File: src/rtl/cpu_ctrl_pkg.sv
// Shared control definitions for the CPU pipeline sequencer: FSM encoding,
// register-address width and the hard-wired zero register.
package cpu_ctrl_pkg;

  localparam int unsigned REG_ADDR_WIDTH = 5;
  localparam logic [REG_ADDR_WIDTH-1:0] ZERO_REG = '0;

  typedef enum logic [1:0] {
    RUN       = 2'd0,
    DMEM_WAIT = 2'd1,
    IMEM_WAIT = 2'd2,
    SQUASH    = 2'd3
  } hz_state_e;

  function automatic logic reads_reg(input logic                      uses,
                                     input logic [REG_ADDR_WIDTH-1:0] src,
                                     input logic [REG_ADDR_WIDTH-1:0] rd);
    return uses && (src == rd);
  endfunction

endpackage

File: src/rtl/hazard_stall_watchdog.sv
// Saturating event counter with a sticky flag that sets when the count
// reaches LIMIT. Used as the busy watchdog and as the statistics counters.
module hazard_stall_watchdog #(
  parameter int unsigned WIDTH = 16,
  parameter int unsigned LIMIT = 1024
) (
  input  logic             clk,
  input  logic             rst_n,
  input  logic             inc,
  input  logic             clr,
  output logic [WIDTH-1:0] count,
  output logic             flag
);

  localparam logic [WIDTH-1:0] LIMIT_V = WIDTH'(LIMIT);

  logic [WIDTH-1:0] count_q, count_d;
  logic             flag_q, flag_d;

  always_comb begin
    count_d = count_q;
    if (clr) begin
      count_d = '0;
    end else if (inc && (count_q < LIMIT_V)) begin
      count_d = count_q + WIDTH'(1);
    end
    flag_d = flag_q | (count_d == LIMIT_V);
  end

  always_ff @(posedge clk) begin
    if (!rst_n) begin
      count_q <= '0;
      flag_q  <= 1'b0;
    end else begin
      count_q <= count_d;
      flag_q  <= flag_d;
    end
  end

  assign count = count_q;
  assign flag  = flag_q;

endmodule

File: src/rtl/pipeline_hazard_controller.sv
// Stall/flush sequencer for the 5-stage pipeline: load-use, redirect and
// memory-wait arbitration. HAZARD_STATS_EN adds saturating event counters.
module pipeline_hazard_controller
  import cpu_ctrl_pkg::*;
#(
  parameter int unsigned TIMEOUT_CYCLES = 1024,
  parameter int unsigned CNT_WIDTH      = 16
) (
  input  logic                      CLK,
  input  logic                      RESET,
  input  logic [REG_ADDR_WIDTH-1:0] ID_RS1_ADDR,
  input  logic [REG_ADDR_WIDTH-1:0] ID_RS2_ADDR,
  input  logic                      ID_USES_RS1,
  input  logic                      ID_USES_RS2,
  input  logic                      EX_MEM_READ,
  input  logic [REG_ADDR_WIDTH-1:0] EX_RD_ADDR,
  input  logic                      BJ_SIG,
  input  logic                      IMEM_BUSY,
  input  logic                      DMEM_BUSY,
  output logic                      PC_HOLD,
  output logic                      PR_IF_ID_HOLD,
  output logic                      PR_IF_ID_RESET,
  output logic                      PR_ID_EX_HOLD,
  output logic                      PR_ID_EX_RESET,
  output logic                      PR_EX_MEM_HOLD,
  output logic                      PR_MEM_WB_RESET,
  output logic                      STALL_TIMEOUT
`ifdef HAZARD_STATS_EN
  ,
  output logic [CNT_WIDTH-1:0]      LU_STALL_COUNT,
  output logic [CNT_WIDTH-1:0]      FLUSH_COUNT,
  output logic [CNT_WIDTH-1:0]      MEM_STALL_COUNT
`endif
);

  hz_state_e state_q, state_d;
  logic      lu;
  logic      lu_act, flush_act, mem_act;
  logic      busy;

  assign lu = EX_MEM_READ && (EX_RD_ADDR != ZERO_REG) &&
              (reads_reg(ID_USES_RS1, ID_RS1_ADDR, EX_RD_ADDR) ||
               reads_reg(ID_USES_RS2, ID_RS2_ADDR, EX_RD_ADDR));

  always_comb begin
    state_d         = state_q;
    PC_HOLD         = 1'b0;
    PR_IF_ID_HOLD   = 1'b0;
    PR_IF_ID_RESET  = 1'b0;
    PR_ID_EX_HOLD   = 1'b0;
    PR_ID_EX_RESET  = 1'b0;
    PR_EX_MEM_HOLD  = 1'b0;
    PR_MEM_WB_RESET = 1'b0;
    lu_act          = 1'b0;
    flush_act       = 1'b0;
    mem_act         = 1'b0;

    if (DMEM_BUSY) begin
      mem_act         = 1'b1;
      PC_HOLD         = 1'b1;
      PR_IF_ID_HOLD   = 1'b1;
      PR_ID_EX_HOLD   = 1'b1;
      PR_EX_MEM_HOLD  = 1'b1;
      PR_MEM_WB_RESET = 1'b1;
      state_d         = (state_q == SQUASH) ? SQUASH : DMEM_WAIT;
    end else if (BJ_SIG) begin
      flush_act      = 1'b1;
      PR_IF_ID_RESET = 1'b1;
      PR_ID_EX_RESET = 1'b1;
      state_d        = IMEM_BUSY ? SQUASH : RUN;
    end else if (state_q == SQUASH) begin
      // PC stays on the redirect target until the stale fetch has been
      // dropped, including the cycle it returns in.
      PC_HOLD        = 1'b1;
      PR_IF_ID_RESET = 1'b1;
      state_d        = IMEM_BUSY ? SQUASH : RUN;
    end else if (lu) begin
      lu_act         = 1'b1;
      PC_HOLD        = 1'b1;
      PR_IF_ID_HOLD  = 1'b1;
      PR_ID_EX_RESET = 1'b1;
      state_d        = RUN;
    end else if (IMEM_BUSY) begin
      PC_HOLD        = 1'b1;
      PR_IF_ID_RESET = 1'b1;
      state_d        = IMEM_WAIT;
    end else begin
      state_d = RUN;
    end

    if (!RESET) begin
      state_d         = RUN;
      PC_HOLD         = 1'b0;
      PR_IF_ID_HOLD   = 1'b0;
      PR_IF_ID_RESET  = 1'b1;
      PR_ID_EX_HOLD   = 1'b0;
      PR_ID_EX_RESET  = 1'b1;
      PR_EX_MEM_HOLD  = 1'b0;
      PR_MEM_WB_RESET = 1'b1;
    end
  end

  always_ff @(posedge CLK) begin
    if (!RESET) begin
      state_q <= RUN;
    end else begin
      state_q <= state_d;
    end
  end

  assign busy = IMEM_BUSY || DMEM_BUSY;

  logic [CNT_WIDTH-1:0] wd_count_unused;

  hazard_stall_watchdog #(
    .WIDTH (CNT_WIDTH),
    .LIMIT (TIMEOUT_CYCLES)
  ) u_wd (
    .clk   (CLK),
    .rst_n (RESET),
    .inc   (busy),
    .clr   (!busy),
    .count (wd_count_unused),
    .flag  (STALL_TIMEOUT)
  );

`ifdef HAZARD_STATS_EN
  localparam int unsigned STAT_MAX = (2 ** CNT_WIDTH) - 1;
  logic [2:0] stat_sat_unused;

  hazard_stall_watchdog #(.WIDTH(CNT_WIDTH), .LIMIT(STAT_MAX)) u_lu_cnt (
    .clk(CLK), .rst_n(RESET), .inc(lu_act), .clr(1'b0),
    .count(LU_STALL_COUNT), .flag(stat_sat_unused[0])
  );

  hazard_stall_watchdog #(.WIDTH(CNT_WIDTH), .LIMIT(STAT_MAX)) u_flush_cnt (
    .clk(CLK), .rst_n(RESET), .inc(flush_act), .clr(1'b0),
    .count(FLUSH_COUNT), .flag(stat_sat_unused[1])
  );

  hazard_stall_watchdog #(.WIDTH(CNT_WIDTH), .LIMIT(STAT_MAX)) u_mem_cnt (
    .clk(CLK), .rst_n(RESET), .inc(mem_act), .clr(1'b0),
    .count(MEM_STALL_COUNT), .flag(stat_sat_unused[2])
  );
`else
  logic [2:0] stat_act_unused;
  assign stat_act_unused = {lu_act, flush_act, mem_act};
`endif

endmodule

File: config.mk
export PLATFORM = sky130hd
export DESIGN_NAME = pipeline_hazard_controller
export DESIGN_NICKNAME = d
export VERILOG_FILES = /design/src/rtl/cpu_ctrl_pkg.sv /design/src/rtl/hazard_stall_watchdog.sv /design/src/rtl/pipeline_hazard_controller.sv
export SDC_FILE = /design/constraint.sdc
export NUM_CORES = 1
export LEC_CHECK = 0
export ABC_AREA = 1
export BUFFER_PORTS_ARGS = -buffer_cell sky130_fd_sc_hd__buf_2
export CORE_MARGIN = 5
export CORE_UTILIZATION = 52
export CTS_CLUSTER_SIZE = 40
export DETAILED_ROUTE_END_ITERATION = 10
export PLACE_DENSITY = 0.87
export SETUP_SLACK_MARGIN = 0.02
export SLEW_MARGIN = 20
export SYNTH_ARGS = -nofsm -noshare
export SYNTH_HDL_FRONTEND = slang
export SYNTH_SLANG_ARGS = --single-unit
File: constraint.sdc
create_clock -name CLK -period 1.85 [get_ports CLK]
set_input_delay 0.37 -clock CLK [delete_from_list [all_inputs] [get_ports CLK]]
set_output_delay 0.37 -clock CLK [all_outputs]
set_load 0.03 [all_outputs]
# After elaboration in Yosys (flattened, before gate mapping)
# Cells that the tools add are included.
# word_totals
regBits	19
inputBits	23
out_inout_bits	8
elab_cells	49
# classes
add_sub_neg	1
order_cmp	1
eq_ne	4
n_mux	31
bitwise	1
n_reduce_logical	8
# ops
op	n
$mux W16	2
$mux W1	22
$add A16 B1 Y16 const B	1
$eq A16 B11 Y1 const B	1
$lt A16 B11 Y1 const B	1
$mux W2	7
$eq A5 B5 Y1	2
$logic_and A1 B1 Y1	5
$reduce_bool A5 Y1	1
$eq A2 B2 Y1 const B	1
$logic_or A1 B1 Y1	2
$or A1 B1 Y1	1

# Longest topological paths before layout
# Gate-level depths: netlist of the first run.
# depth
word_depth	9
depth_mapped	12
mapped_depth_nobuf	11

# By module
# Synthesis of the first run repeated with hierarchy kept, for this count alone.
# hier_totals
hier_cells	224
area_unflattened_um2	1286.2
# by_module_without_submodules
module	instances	cells_each	area_each_um2	seq_area_each_um2
hazard_stall_watchdog	1	136	898.4	340.3
pipeline_hazard_controller	1	88	387.9	40.0

# Worst setup path after synthesis of the first run
# OpenSTA, ideal clock, no wires.
# synth_path
kind	input -> output
startpoint	input port EX_RD_ADDR[1]
endpoint	output port PR_IF_ID_HOLD
t_arrival_ns	1.724
required_time_ns	1.480
slack_ns	-0.244
cell_stages	9
path_buffers	0
cell_sequence	inv_1 nor2_1 a211oi_1 nand3_1 nand2_1 nand2_1 inv_1 nand2_1 o21ai_0
# synth_via
elab_chain_len	9
word_cells_on_any_way	13
classes_between	2 x eq/ne; 5 x mux; 6 x reduce/logical
# synth_rtl
item	line_no	text
from (decl)	pipeline_hazard_controller.sv:16	input logic [REG_ADDR_WIDTH-1:0] EX_RD_ADDR,
$eq A5 B5 Y1	cpu_ctrl_pkg.sv:18	return uses && (src == rd);
$logic_and A1 B1 Y1	cpu_ctrl_pkg.sv:18	
$logic_or A1 B1 Y1	pipeline_hazard_controller.sv:42	(reads_reg(ID_USES_RS1, ID_RS1_ADDR, EX_RD_ADDR) ||
$logic_and A1 B1 Y1 (*)	pipeline_hazard_controller.sv:41	assign lu = EX_MEM_READ && (EX_RD_ADDR != ZERO_REG) &&
$mux W1 (*)	pipeline_hazard_controller.sv:77	end else if (lu) begin
$mux W1 (*)	pipeline_hazard_controller.sv:71	end else if (state_q == SQUASH) begin
$mux W1 (*)	pipeline_hazard_controller.sv:66	end else if (BJ_SIG) begin
$mux W1 (*)	pipeline_hazard_controller.sv:58	if (DMEM_BUSY) begin
$mux W1 (*)	pipeline_hazard_controller.sv:91	if (!RESET) begin
to (decl)	pipeline_hazard_controller.sv:21	output logic PR_IF_ID_HOLD,
# Mark *: on every way between the ends. The rest lies on a longest branch, timed or not.

# Final worst setup path of the first run
# layout_path
startpoint	input port EX_RD_ADDR[3]
endpoint	output port PR_IF_ID_HOLD
# Same word-level chain as after synthesis.

==> impl_metrics.prom, run 1 <==
# TYPE chip_impl_metric gauge
chip_impl_metric{name="route.antenna.remaining_nets",unit=""} 0
chip_impl_metric{name="vias_per_cell",unit=""} 5.20
chip_impl_info{name="cts-root-buf",value="clkbuf_4"} 1
chip_impl_metric{name="report.final.hold_viol_count",unit=""} 0
chip_impl_metric{name="timing.reg2reg.worst_path_depth",unit=""} 9
chip_impl_metric{name="cp_data_arrival_time",unit="ns"} 1.46
chip_impl_metric{name="hold_path_depth",unit=""} 5
chip_impl_metric{name="grt.total_usage",unit="%"} 19.3
chip_impl_info{name="hold_path.startpoint",value="DMEM_BUSY"} 1
chip_impl_metric{name="hpwlAfterDp",unit="um"} 2280
chip_impl_metric{name="finish.instance_area",unit="sq mm"} 0.00161
chip_impl_metric{name="power.switching_fraction",unit="%"} 31.3
chip_impl_metric{name="fin_skew",unit="ns"} 0.00678
chip_impl_metric{name="synthDistinctLibCells",unit=""} 36
chip_impl_info{name="setup_repair_after_global_routing_missed_its_margin",value="yes"} 1
chip_impl_metric{name="flow.area_growth_from_synthesis",unit="%"} 27.5
chip_impl_metric{name="slew_headroom",unit="%"} 83.4
chip_impl_metric{name="synth_nets",unit=""} 211
chip_impl_metric{name="final_weighted_congestion_in_routability_driven_placement",unit=""} 0.826
chip_impl_metric{name="rows",unit=""} 17
chip_impl_metric{name="final-setup-viol-count",unit=""} 0
chip_impl_info{name="cp-end-kind",value="primary output"} 1
chip_impl_metric{name="mean_syn_cell_area",unit="sq um"} 6.74
chip_impl_metric{name="synth_seq_cells",unit=""} 19
chip_impl_metric{name="p_leak",unit="uW"} 0.000805
chip_impl_metric{name="wire_length_of_the_first_global_routing_pass",unit="um"} 5270
chip_impl_metric{name="power.share.combinational",unit="%"} 24.4
chip_impl_metric{name="wl_met1",unit="um"} 1290
chip_impl_metric{name="pwr-share-clk",unit="%"} 25.3
chip_impl_metric{name="globalRouteOverflowTotal",unit=""} 0
chip_impl_metric{name="setup_total_negative_slack",unit="ns"} 0
chip_impl_metric{name="syn-instance-count",unit=""} 187
chip_impl_metric{name="peakVddDrop",unit="mV"} 0.637
chip_impl_metric{name="core-area",unit="sq mm"} 0.00225
chip_impl_metric{name="initial_core_util",unit="%"} 55.9
chip_impl_metric{name="drt-pass1-iter-count",unit=""} 4
chip_impl_metric{name="finalNetCount",unit=""} 253
chip_impl_metric{name="drc",unit=""} 0
chip_impl_info{name="crit-reg2reg-capture",value="u_wd.flag$_SDFF_PN0_"} 1
chip_impl_info{name="startpoint_types",value="input pin"} 1
chip_impl_metric{name="finalCoreUtilization",unit="%"} 71.3
chip_impl_info{name="timing.hold.worst.class",value="input pin to flop"} 1
chip_impl_metric{name="worstMarginPinSlew",unit="ns"} 0.248
chip_impl_metric{name="first_global_vias",unit=""} 1219
chip_impl_metric{name="ctsLongestPathBuffers",unit=""} 2
chip_impl_metric{name="yosysSeqAreaShare",unit="%"} 30.2
chip_impl_metric{name="clock_tree.htree_level_count",unit=""} 1
chip_impl_metric{name="initialDrtViolationCount",unit=""} 62
chip_impl_metric{name="design.die.area",unit="sq mm"} 0.00351
chip_impl_metric{name="synth_warnings",unit=""} 0
chip_impl_metric{name="internal_power",unit="uW"} 585
chip_impl_metric{name="regToRegSetupSlack",unit="ns"} 0.14
chip_impl_metric{name="routed-via-count",unit=""} 1331
chip_impl_metric{name="final-instance-count-excl-fill",unit=""} 256
chip_impl_metric{name="fmaxAchievable",unit="MHz"} 548
chip_impl_metric{name="slew_violations",unit=""} 0
chip_impl_metric{name="grt_start_max_net_pins",unit=""} 18
chip_impl_metric{name="boundaryPins",unit=""} 31
chip_impl_info{name="top_signal_layer_used",value="met4"} 1
chip_impl_metric{name="antenna_cells_inserted",unit=""} 0
chip_impl_info{name="cts_tree",value="done"} 1
chip_impl_metric{name="fillerInstances",unit=""} 181
chip_impl_metric{name="horizontal_die_dimension",unit="um"} 59.2
chip_impl_metric{name="dr_wl_met3",unit="um"} 166
chip_impl_metric{name="critical_path_peak_fanout",unit=""} 3
chip_impl_metric{name="grt_antenna_before_repair",unit=""} 0
chip_impl_metric{name="final-seq-area",unit="sq um"} 380
chip_impl_metric{name="clock_sink_count",unit=""} 19
chip_impl_metric{name="postRouteWirelength",unit="um"} 3220
chip_impl_metric{name="pwr-share-seq",unit="%"} 50.3
chip_impl_info{name="rr_startpoint",value="u_wd.count[0]$_SDFF_PN0_"} 1
chip_impl_info{name="critPathKind",value="input pin to primary output"} 1
chip_impl_metric{name="switch_pwr",unit="uW"} 266
chip_impl_metric{name="min_period_over_period",unit="%"} 98.7
chip_impl_metric{name="cts_clock_pin_slew_for_the_worst_setup_and_hold_paths",unit="ns"} 0.11
chip_impl_metric{name="floorplan.die.height",unit="um"} 59.2
chip_impl_metric{name="final.min_clock_period",unit="ns"} 1.83
chip_impl_metric{name="syn_area",unit="sq mm"} 0.00126
chip_impl_metric{name="clock_latency_at_the_later_pin_of_the_worst_skew_pair",unit="ns"} 0.30
chip_impl_metric{name="multi_input_logic_area",unit="sq um"} 781
chip_impl_info{name="status",value="finished clean"} 1
chip_impl_metric{name="critical_path_required",unit="ns"} 1.48
chip_impl_metric{name="cts-buffers-inserted",unit=""} 3
chip_impl_info{name="hold-path-endpoint",value="state_q[0]$_SDFF_PN0_"} 1
chip_impl_metric{name="placed_cells",unit=""} 248
chip_impl_metric{name="fraction_of_layout_instances_using_a_drive_strength_above_1",unit="%"} 34.6
chip_impl_metric{name="placed_cell_area",unit="sq mm"} 0.00147
chip_impl_metric{name="met2_length",unit="um"} 1690
chip_impl_metric{name="timing.max_cap.violations",unit=""} 0
chip_impl_metric{name="wl_per_cell",unit="um"} 12.6
chip_impl_metric{name="port_buffers",unit=""} 30
chip_impl_metric{name="power.density",unit="mW/mm^2"} 530
==> per-stage QoR <==
| stage | setup WS (ns) | total power (uW) | hold slack, ns |
|---|---|---|---|
| final | 0.0238 | 851 | 0.398 |
| after global routing | -0.0407 | 887 | 0.401 |
| after CTS | -0.0221 | 831 | 0.374 |
| after detailed placement | -0.0603 | 613 | 0.468 |
| after global placement | -0.0254 | 609 | 0.448 |
| after floorplan | -0.0160 | 553 | 0.442 |
==> power groups by stage <==
stage	registers (uW)	clock network (uW)	logic [uW]
after detailed placement	436	0	177
after global routing	429	232	226
final	428	215	208
after floorplan	434	0	119
after global placement	436	0	173
after CTS	427	217	187
==> worst max-delay path: stages <==
cell	delay, ns
buf_8	0.10
inv_4	0.05
o21ai_1	0.06
a211oi_1	0.21
nand3_1	0.11
nand2_1	0.09
nand2_2	0.06
inv_2	0.06
nand2_2	0.05
o21ai_1	0.11
buf_4	0.17
==> layout make-up <==
class                      count  area share [%]
clock buffer                   3            1.40
clock inverter                 1           0.312
inverter                      28            7.01
multi-input combinational    136            48.6
sequential                    19            23.7
tap                           28            2.18
timing repair buffer          41            16.8
==> what timing repair did <==
| action | in CTS | in global routing |
|---|---|---|
| pin swaps | 6 | 9 |
| endpoints found under the hold margin | 0 | 0 |
| resized for setup | 9 | 21 |
| hold buffers | 0 | 0 |
| buffers inserted | 5 | 0 |
| endpoints found under the setup margin | 3 | 6 |
==> cells by family (layout without fill, tap and decap cells) <==
family / count (synthesis) / count (layout) / synth area share [%]
AND/OR/NAND/NOR: 112 / 112 / 45.1
buffers and inverters: 32 / 73 / 11.2
flip-flops: 19 / 19 / 30.2
AO/OA/AOI/OAI: 18 / 18 / 9.04
XOR/XNOR: 5 / 5 / 3.48
adder cells (fa/ha/maj): 1 / 1 / 0.993
==> flip-flops by register name, indices dropped and copies added (netlist names) <==
register	flops
u_wd.flag	1
u_wd.count	16
state_q	2
==> cells in the mapped netlist <==
library cell	count	area (sq um)
nand2_1	41	154
nor2_1	27	101
inv_1	26	97.6
nand3_1	21	105
dfxtp_1	19	380
a21oi_1	5	25.0
nand4_1	5	31.3
o21ai_0	4	20.0
xor2_1	4	35.0
nand2_2	3	18.8
nor2_2	3	18.8
a211oi_1	2	15.0
inv_2	2	7.51
nand2_4	2	22.5
nand3_2	2	20.0
a21oi_2	1	8.76
a22o_1	1	8.76
a31oi_1	1	6.26
buf_12	1	20.0
buf_2	1	5.00
buf_4	1	7.51
clkbuf_1	1	3.75
ha_1	1	12.5
nand3b_1	1	7.51
nand3b_4	1	20.0
nor2_4	1	11.3
nor2_8	1	20.0
nor3_1	1	5.00
nor3_2	1	10.0
nor3_4	1	16.3
o2111ai_1	1	8.76
o211ai_1	1	7.51
o21bai_1	1	7.51
o22ai_1	1	6.26
or2_2	1	6.26
xnor2_1	1	8.76
==> how the worst max path moves through the flow <==
stage | start | end | slack, ns | cells past startpoint
6_report | EX_RD_ADDR[3] | PR_IF_ID_HOLD | 0.02 | 11
3_5_place_dp | EX_RD_ADDR[1] | PR_IF_ID_HOLD | -0.06 | 11
4_1_cts | EX_RD_ADDR[0] | PR_IF_ID_HOLD | -0.02 | 11
3_3_place_gp | EX_RD_ADDR[1] | PR_IF_ID_HOLD | -0.03 | 11
5_1_grt | EX_RD_ADDR[3] | PR_IF_ID_HOLD | -0.04 | 11
2_1_floorplan | EX_RD_ADDR[1] | PR_IF_ID_HOLD | -0.02 | 9
==> layer usage <==
metal,GRT usage (%),vias up
met5,0,-
met4,8.09,0
met3,1.53,10
met2,35.7,36
met1,22.4,603
li1,-,682
==> cells in the final DEF (no fill, tap or decap), drive strengths merged <==
master   count
nand2       46
buf         41
nor2        32
inv         28
nand3       23
dfxtp       19
a21oi        6
nand4        5
xor2         4
o21ai        4
clkbuf       3
nor3         3
a211oi       2
nand3b       2
o22ai        1
a22o         1
a31oi        1
o211ai       1
xnor2        1
or2          1
o21bai       1
o2111ai      1
ha           1
clkinv       1
No activity file was read; power rests on OpenSTA's default activity.
==> run 2: changes to the inputs <==
Settings changed: ABC_AREA 1 to unset, CORE_UTILIZATION 52 to 51.
==> impl_metrics.prom, run 2 <==
# TYPE chip_impl_metric gauge
chip_impl_info{name="status",value="finished, violations left"} 1
chip_impl_info{name="failed_checks",value="setup timing"} 1
chip_impl_metric{name="synth_nets",unit=""} 158
chip_impl_metric{name="timing.max_cap.violations",unit=""} 0
chip_impl_metric{name="slew_headroom",unit="%"} 64.8
chip_impl_metric{name="ctsLongestPathBuffers",unit=""} 2
chip_impl_metric{name="grt.total_usage",unit="%"} 21.5
chip_impl_info{name="startpoint_types",value="flop"} 1
chip_impl_metric{name="fillerInstances",unit=""} 129
chip_impl_info{name="most_frequent_cells_in_the_layout",value="25 x buf_4, 20 x buf_2, 19 x dfxtp_1"} 1
chip_impl_info{name="synth_flop_cell",value="dfxtp_1"} 1
chip_impl_metric{name="grt_antenna_before_repair",unit=""} 0
chip_impl_metric{name="drc",unit=""} 0
chip_impl_info{name="crit_slowest_cell",value="or4_4"} 1
chip_impl_info{name="yosys.cell_count.top_type",value="dfxtp_1"} 1
chip_impl_metric{name="slew_violations",unit=""} 0
chip_impl_metric{name="peakVddDrop",unit="mV"} 0.523
chip_impl_info{name="cp-end-kind",value="flop"} 1
chip_impl_metric{name="mean_syn_cell_area",unit="sq um"} 8.41
chip_impl_metric{name="hpwlAfterDp",unit="um"} 2390
chip_impl_metric{name="synth_warnings",unit=""} 0
chip_impl_metric{name="initialDrtViolationCount",unit=""} 23
chip_impl_metric{name="wl_per_cell",unit="um"} 16.3
chip_impl_info{name="crit_end",value="u_wd.flag$_SDFF_PN0_"} 1
chip_impl_metric{name="drt-pass1-iter-count",unit=""} 5
chip_impl_metric{name="yosysSeqAreaShare",unit="%"} 33.7
chip_impl_metric{name="vias_per_cell",unit=""} 5.81
chip_impl_metric{name="final.min_clock_period",unit="ns"} 2.13
chip_impl_metric{name="boundaryPins",unit=""} 31
chip_impl_info{name="critPathKind",value="flop to flop"} 1
chip_impl_metric{name="cts_clock_pin_slew_for_the_worst_setup_and_hold_paths",unit="ns"} 0.12
chip_impl_metric{name="globalRouteOverflowTotal",unit=""} 0
chip_impl_info{name="crit-reg2reg-capture",value="u_wd.flag$_SDFF_PN0_"} 1
chip_impl_info{name="leading_cell_type_in_the_layout_fill_and_taps_excluded",value="buf_4"} 1
chip_impl_metric{name="min_period_over_period",unit="%"} 115
chip_impl_metric{name="core-area",unit="sq mm"} 0.00217
chip_impl_metric{name="p_leak",unit="uW"} 0.000767
chip_impl_metric{name="clock_sink_count",unit=""} 19
chip_impl_metric{name="hold_ws",unit="ns"} 0.385
chip_impl_info{name="cts-root-buf",value="clkbuf_4"} 1
chip_impl_info{name="cell_taking_the_most_area_after_synthesis",value="dfxtp_1"} 1
chip_impl_metric{name="clock_tree.htree_level_count",unit=""} 1
chip_impl_info{name="synth.area.top_cells",value="dfxtp_1 34%, xor2_1 11%, nor2_1 5.7%"} 1
chip_impl_metric{name="worstMarginPinSlew",unit="ns"} 0.528
chip_impl_info{name="yosys-top-cells-count",value="19 x dfxtp_1, 17 x nor2_1, 14 x xor2_1"} 1
chip_impl_metric{name="syn_area",unit="sq mm"} 0.00113
chip_impl_metric{name="finalNetCount",unit=""} 214
chip_impl_metric{name="route.antenna.remaining_nets",unit=""} 0
chip_impl_info{name="crit_path_from",value="u_wd.count[14]$_SDFF_PN0_"} 1
chip_impl_metric{name="critical-path-max-stage-delay",unit="ns"} 0.57
chip_impl_metric{name="fmaxAchievable",unit="MHz"} 470
chip_impl_info{name="cts_tree",value="done"} 1
chip_impl_metric{name="design.die.area",unit="sq mm"} 0.00325
chip_impl_metric{name="async_flop_share",unit="%"} 0
chip_impl_metric{name="initial_core_util",unit="%"} 52.0
chip_impl_metric{name="regToRegSetupSlack",unit="ns"} -0.28
chip_impl_metric{name="fin_skew",unit="ns"} 0.0178
chip_impl_metric{name="fraction_of_layout_instances_using_a_drive_strength_above_1",unit="%"} 45.5
chip_impl_metric{name="synth_seq_cells",unit=""} 19
chip_impl_info{name="rr_startpoint",value="u_wd.count[14]$_SDFF_PN0_"} 1
chip_impl_metric{name="first_global_vias",unit=""} 1244
chip_impl_metric{name="floorplan.die.height",unit="um"} 57.0
chip_impl_metric{name="power.density",unit="mW/mm^2"} 503
chip_impl_metric{name="horizontal_die_dimension",unit="um"} 57.0
chip_impl_metric{name="critical_path_peak_fanout",unit=""} 4
chip_impl_info{name="timing.hold.worst.class",value="input pin to flop"} 1
chip_impl_metric{name="final-setup-viol-count",unit=""} 12
chip_impl_metric{name="rows",unit=""} 17
chip_impl_metric{name="report.final.hold_viol_count",unit=""} 0
chip_impl_metric{name="setup_total_negative_slack",unit="ns"} -1.82
chip_impl_metric{name="synth_enable_flop_cells",unit=""} 0
chip_impl_metric{name="cts-buffers-inserted",unit=""} 3
chip_impl_info{name="setup_repair_after_global_routing_missed_its_margin",value="yes"} 1
chip_impl_metric{name="timing.reg2reg.worst_path_depth",unit=""} 6
chip_impl_metric{name="flow.area_growth_from_synthesis",unit="%"} 51.7
chip_impl_metric{name="final_weighted_congestion_in_routability_driven_placement",unit=""} 0.905
chip_impl_metric{name="postRouteWirelength",unit="um"} 3530
chip_impl_metric{name="syn-instance-count",unit=""} 134
chip_impl_metric{name="clock_latency_at_the_later_pin_of_the_worst_skew_pair",unit="ns"} 0.33
chip_impl_metric{name="netlist.area_leader.share",unit="%"} 33.7
chip_impl_metric{name="cts.hold.buffers_added",unit=""} 0
chip_impl_metric{name="cp_data_arrival_time",unit="ns"} 2.40
chip_impl_metric{name="port_buffers",unit=""} 30
chip_impl_metric{name="post-route-worst-setup-slack",unit="ns"} -0.279
chip_impl_metric{name="grt_start_max_net_pins",unit=""} 16
chip_impl_metric{name="synthDistinctLibCells",unit=""} 38
chip_impl_metric{name="wire_length_of_the_first_global_routing_pass",unit="um"} 5500
chip_impl_metric{name="antenna_cells_inserted",unit=""} 0
chip_impl_metric{name="critical_path_required",unit="ns"} 2.12
chip_impl_metric{name="largest_reg_flops",unit=""} 16
chip_impl_info{name="crit_chain",value="or4_4 -> nor4_4 -> nand4_1 -> mux2i_1 -> or4_1 -> a21oi_1"} 1
chip_impl_metric{name="routed-via-count",unit=""} 1261
[run 2: worst min-delay path by stage]
stage / endpoint / start / slack (ns) / cells past startpoint
after floorplan: u_wd.count[13]$_SDFF_PN0_ / u_wd.count[13]$_SDFF_PN0_ / 0.45 / 1
final: u_wd.count[1]$_SDFF_PN0_ / RESET / 0.39 / 2
after global routing: state_q[1]$_SDFF_PN0_ / DMEM_BUSY / 0.41 / 3
after global placement: u_wd.count[15]$_SDFF_PN0_ / u_wd.count[15]$_SDFF_PN0_ / 0.47 / 1
after CTS: u_wd.count[1]$_SDFF_PN0_ / RESET / 0.38 / 2
after detailed placement: u_wd.count[13]$_SDFF_PN0_ / u_wd.count[13]$_SDFF_PN0_ / 0.48 / 1
[run 2: timing repair]
| action | 4_1_cts | 5_1_grt |
|---|---|---|
| gates resized for setup | 24 | 11 |
| endpoints found under the setup margin | 8 | 13 |
| pin swaps | 15 | 15 |
| endpoints found under the hold margin | 0 | 0 |
| setup buffers | 3 | 4 |
[run 2: kinds of logic (layout without fill, tap and decap cells)]
group / count (synthesis) / in the layout / share of synthesized area (%)
AND/OR/NAND/NOR: 64 / 64 / 32.9
AO/OA/AOI/OAI: 21 / 21 / 12.4
flip-flops: 19 / 19 / 33.7
XOR/XNOR: 18 / 18 / 14.0
buffers and inverters: 9 / 64 / 4.00
multiplexers: 2 / 2 / 1.89
adder cells (fa/ha/maj): 1 / 1 / 1.11
[run 2: worst max-delay path: cells and delay by family (launching register included)]
family           cells  cell delay, ns
AND/OR/NAND/NOR      4            1.45
flip-flops           1            0.33
multiplexers         1            0.16
AO/OA/AOI/OAI        1            0.13
[run 2: routing by layer]
layer	GRT usage, %	vias to the layer above	routed length [um]
met5	0	-	0
met4	11.9	0	144
met3	5.20	18	290
met2	39.3	60	1770
met1	22.2	596	1320
li1	-	587	-
[run 2: final cells by class]
| class | count | area (sq um) | share of cell area, % |
|---|---|---|---|
| sequential | 19 | 380 | 22.2 |
| inverter | 3 | 11.3 | 0.658 |
| tap | 28 | 35.0 | 2.05 |
| clock buffer | 3 | 22.5 | 1.32 |
| clock inverter | 1 | 5.00 | 0.293 |
| timing repair buffer | 57 | 427 | 24.9 |
| multi-input combinational | 106 | 830 | 48.5 |
[run 2: through the flow]
step,instance area (sq um),util [%],worst slack [ns],total power [uW],std cells
6_report,1710,78.8,-0.279,860,217
4_1_cts,1620,74.5,-0.257,840,213
3_3_place_gp,1470,67.9,-0.229,591,206
2_1_floorplan,1170,-,-0.203,528,134
3_5_place_dp,1470,67.9,-0.337,601,206
5_1_grt,1710,78.8,-0.343,888,217
[run 2: where the power goes]
part           internal, uW  switching (uW)  total [uW]
clock                  81.2             146         228
sequential              417            5.23         422
combinational           102             109         211
total                   600             260         860
==> run 3: changes to the inputs <==
Settings changed: RECOVER_POWER set to 100.
==> impl_metrics.prom, run 3 (synthesis results as in run 2) <==
# TYPE chip_impl_metric gauge
chip_impl_metric{name="cts-buffers-inserted",unit=""} 3
chip_impl_metric{name="p_leak",unit="uW"} 0.000747
chip_impl_metric{name="grt.total_usage",unit="%"} 21.5
chip_impl_metric{name="first_global_vias",unit=""} 1244
chip_impl_metric{name="finalCoreUtilization",unit="%"} 78.0
chip_impl_info{name="leading_cell_type_in_the_layout_fill_and_taps_excluded",value="buf_4"} 1
chip_impl_metric{name="port_buffers",unit=""} 30
chip_impl_metric{name="critical_path_required",unit="ns"} 2.12
chip_impl_metric{name="peakVddDrop",unit="mV"} 0.522
chip_impl_info{name="startpoint_types",value="flop"} 1
chip_impl_info{name="most_frequent_cells_in_the_layout",value="23 x buf_4, 19 x dfxtp_1, 17 x buf_2"} 1
chip_impl_info{name="crit_slowest_cell",value="or4_4"} 1
chip_impl_metric{name="post-route-worst-setup-slack",unit="ns"} -0.281
chip_impl_metric{name="floorplan.die.height",unit="um"} 57.0
chip_impl_metric{name="fraction_of_layout_instances_using_a_drive_strength_above_1",unit="%"} 42.3
chip_impl_info{name="critPathKind",value="flop to flop"} 1
chip_impl_info{name="status",value="finished, violations left"} 1
chip_impl_metric{name="vias_per_cell",unit=""} 5.76
chip_impl_metric{name="horizontal_die_dimension",unit="um"} 57.0
chip_impl_metric{name="boundaryPins",unit=""} 31
chip_impl_metric{name="wire_length_of_the_first_global_routing_pass",unit="um"} 5500
chip_impl_metric{name="antenna_cells_inserted",unit=""} 0
chip_impl_metric{name="timing.max_cap.violations",unit=""} 0
chip_impl_metric{name="fin_skew",unit="ns"} 0.0139
chip_impl_metric{name="final-setup-viol-count",unit=""} 11
chip_impl_metric{name="power.density",unit="mW/mm^2"} 505
chip_impl_metric{name="p_total",unit="uW"} 853
chip_impl_metric{name="largest_reg_flops",unit=""} 16
chip_impl_metric{name="fmaxAchievable",unit="MHz"} 469
chip_impl_metric{name="grt_antenna_before_repair",unit=""} 0
chip_impl_metric{name="rows",unit=""} 17
chip_impl_metric{name="core-area",unit="sq mm"} 0.00217
chip_impl_metric{name="initial_core_util",unit="%"} 52.0
chip_impl_info{name="failed_checks",value="setup timing"} 1
chip_impl_info{name="crit_chain",value="or4_4 -> nor4_4 -> nand4_1 -> mux2i_1 -> or4_1 -> a21oi_1"} 1
chip_impl_metric{name="hold_ws",unit="ns"} 0.416
chip_impl_metric{name="grt_start_max_net_pins",unit=""} 16
chip_impl_metric{name="slew_headroom",unit="%"} 62.0
chip_impl_metric{name="cts_clock_pin_slew_for_the_worst_setup_and_hold_paths",unit="ns"} 0.12
chip_impl_info{name="cts-root-buf",value="clkbuf_4"} 1
chip_impl_metric{name="cts.hold.buffers_added",unit=""} 0
chip_impl_metric{name="routed-via-count",unit=""} 1249
chip_impl_metric{name="ctsLongestPathBuffers",unit=""} 2
chip_impl_metric{name="worstMarginPinSlew",unit="ns"} 0.571
chip_impl_metric{name="hpwlAfterDp",unit="um"} 2390
chip_impl_info{name="cp-end-kind",value="flop"} 1
chip_impl_metric{name="design.die.area",unit="sq mm"} 0.00325
chip_impl_metric{name="met2_usage",unit="%"} 39.3
chip_impl_metric{name="drc",unit=""} 0
chip_impl_metric{name="final-instance-count-excl-fill",unit=""} 217
chip_impl_metric{name="cp_data_arrival_time",unit="ns"} 2.40
chip_impl_info{name="cts_tree",value="done"} 1
chip_impl_info{name="timing.hold.worst.class",value="input pin to flop"} 1
chip_impl_metric{name="globalRouteOverflowTotal",unit=""} 0
chip_impl_info{name="setup_repair_after_global_routing_missed_its_margin",value="yes"} 1
chip_impl_metric{name="flow.area_growth_from_synthesis",unit="%"} 50.1
chip_impl_metric{name="finalNetCount",unit=""} 214
chip_impl_metric{name="grt_util_met3",unit="%"} 5.20
chip_impl_metric{name="clock_latency_at_the_later_pin_of_the_worst_skew_pair",unit="ns"} 0.32
chip_impl_metric{name="report.final.hold_viol_count",unit=""} 0
chip_impl_metric{name="final.min_clock_period",unit="ns"} 2.13
chip_impl_metric{name="min_period_over_period",unit="%"} 115
chip_impl_metric{name="final_weighted_congestion_in_routability_driven_placement",unit=""} 0.905
chip_impl_metric{name="critical_path_peak_fanout",unit=""} 4
chip_impl_metric{name="route.antenna.remaining_nets",unit=""} 0
chip_impl_metric{name="critical-path-max-stage-delay",unit="ns"} 0.57
chip_impl_metric{name="initialDrtViolationCount",unit=""} 26
chip_impl_info{name="grt-busiest-layer",value="met2"} 1
chip_impl_metric{name="slew_violations",unit=""} 0
chip_impl_metric{name="clock_sink_count",unit=""} 19
chip_impl_metric{name="clock_tree.htree_level_count",unit=""} 1
chip_impl_metric{name="placed_cells",unit=""} 206
chip_impl_metric{name="postRouteWirelength",unit="um"} 3540
chip_impl_metric{name="wl_per_cell",unit="um"} 16.3
chip_impl_metric{name="globalRouteMet1Util",unit="%"} 22.2
chip_impl_metric{name="drt-pass1-iter-count",unit=""} 4
run 3: worst max-delay path: cells and delay by family (launching register included):
family          cells  cell delay, ns
simple gates        4            1.45
flops               1            0.33
mux                 1            0.16
compound gates      1            0.13
run 3: through the flow:
step	setup TNS, ns	instance area (sq um)	setup WS [ns]
5_1_grt	-2.64	1690	-0.343
3_3_place_gp	-1.01	1470	-0.229
6_report	-1.84	1690	-0.281
2_1_floorplan	-0.289	1170	-0.203
3_5_place_dp	-1.56	1470	-0.337
4_1_cts	-1.32	1620	-0.257
run 3: worst paths after layout:
kind,start,end,slack [ns],cells past startpoint
worst max-delay path,u_wd.count[14]$_SDFF_PN0_,u_wd.flag$_SDFF_PN0_,-0.28,6
worst min-delay path,DMEM_BUSY,state_q[1]$_SDFF_PN0_,0.42,3
worst max register to register,u_wd.count[14]$_SDFF_PN0_,u_wd.flag$_SDFF_PN0_,-0.28,6
worst min register to register,u_wd.count[13]$_SDFF_PN0_,u_wd.count[13]$_SDFF_PN0_,0.50,1
run 3: per-layer routing:
metal / up-vias / wire (um)
met1: 583 / 1320
met5: - / 0
met2: 62 / 1770
met3: 18 / 302
li1: 586 / -
met4: 0 / 146
run 3: layout make-up:
| cell class | instances | area, sq um |
|---|---|---|
| clock buffer | 3 | 22.5 |
| clock inverter | 1 | 5.00 |
| fill | 136 | 478 |
| inverter | 3 | 11.3 |
| multi-input combinational | 106 | 830 |
| sequential | 19 | 380 |
| tap | 28 | 35.0 |
| timing repair buffer | 57 | 408 |
run 3: timing repair:
item | 4_1_cts | 5_1_grt
gates resized for setup | 24 | 11
setup buffers | 3 | 4
setup endpoints to repair | 8 | 13
pin swaps | 15 | 15
run 3: power breakdown:
part           internal (uW)  switching [uW]  leakage [uW]
Combinational           98.5             108      0.000575
Clock                   81.2             144     0.0000177
Sequential               417            5.24      0.000154
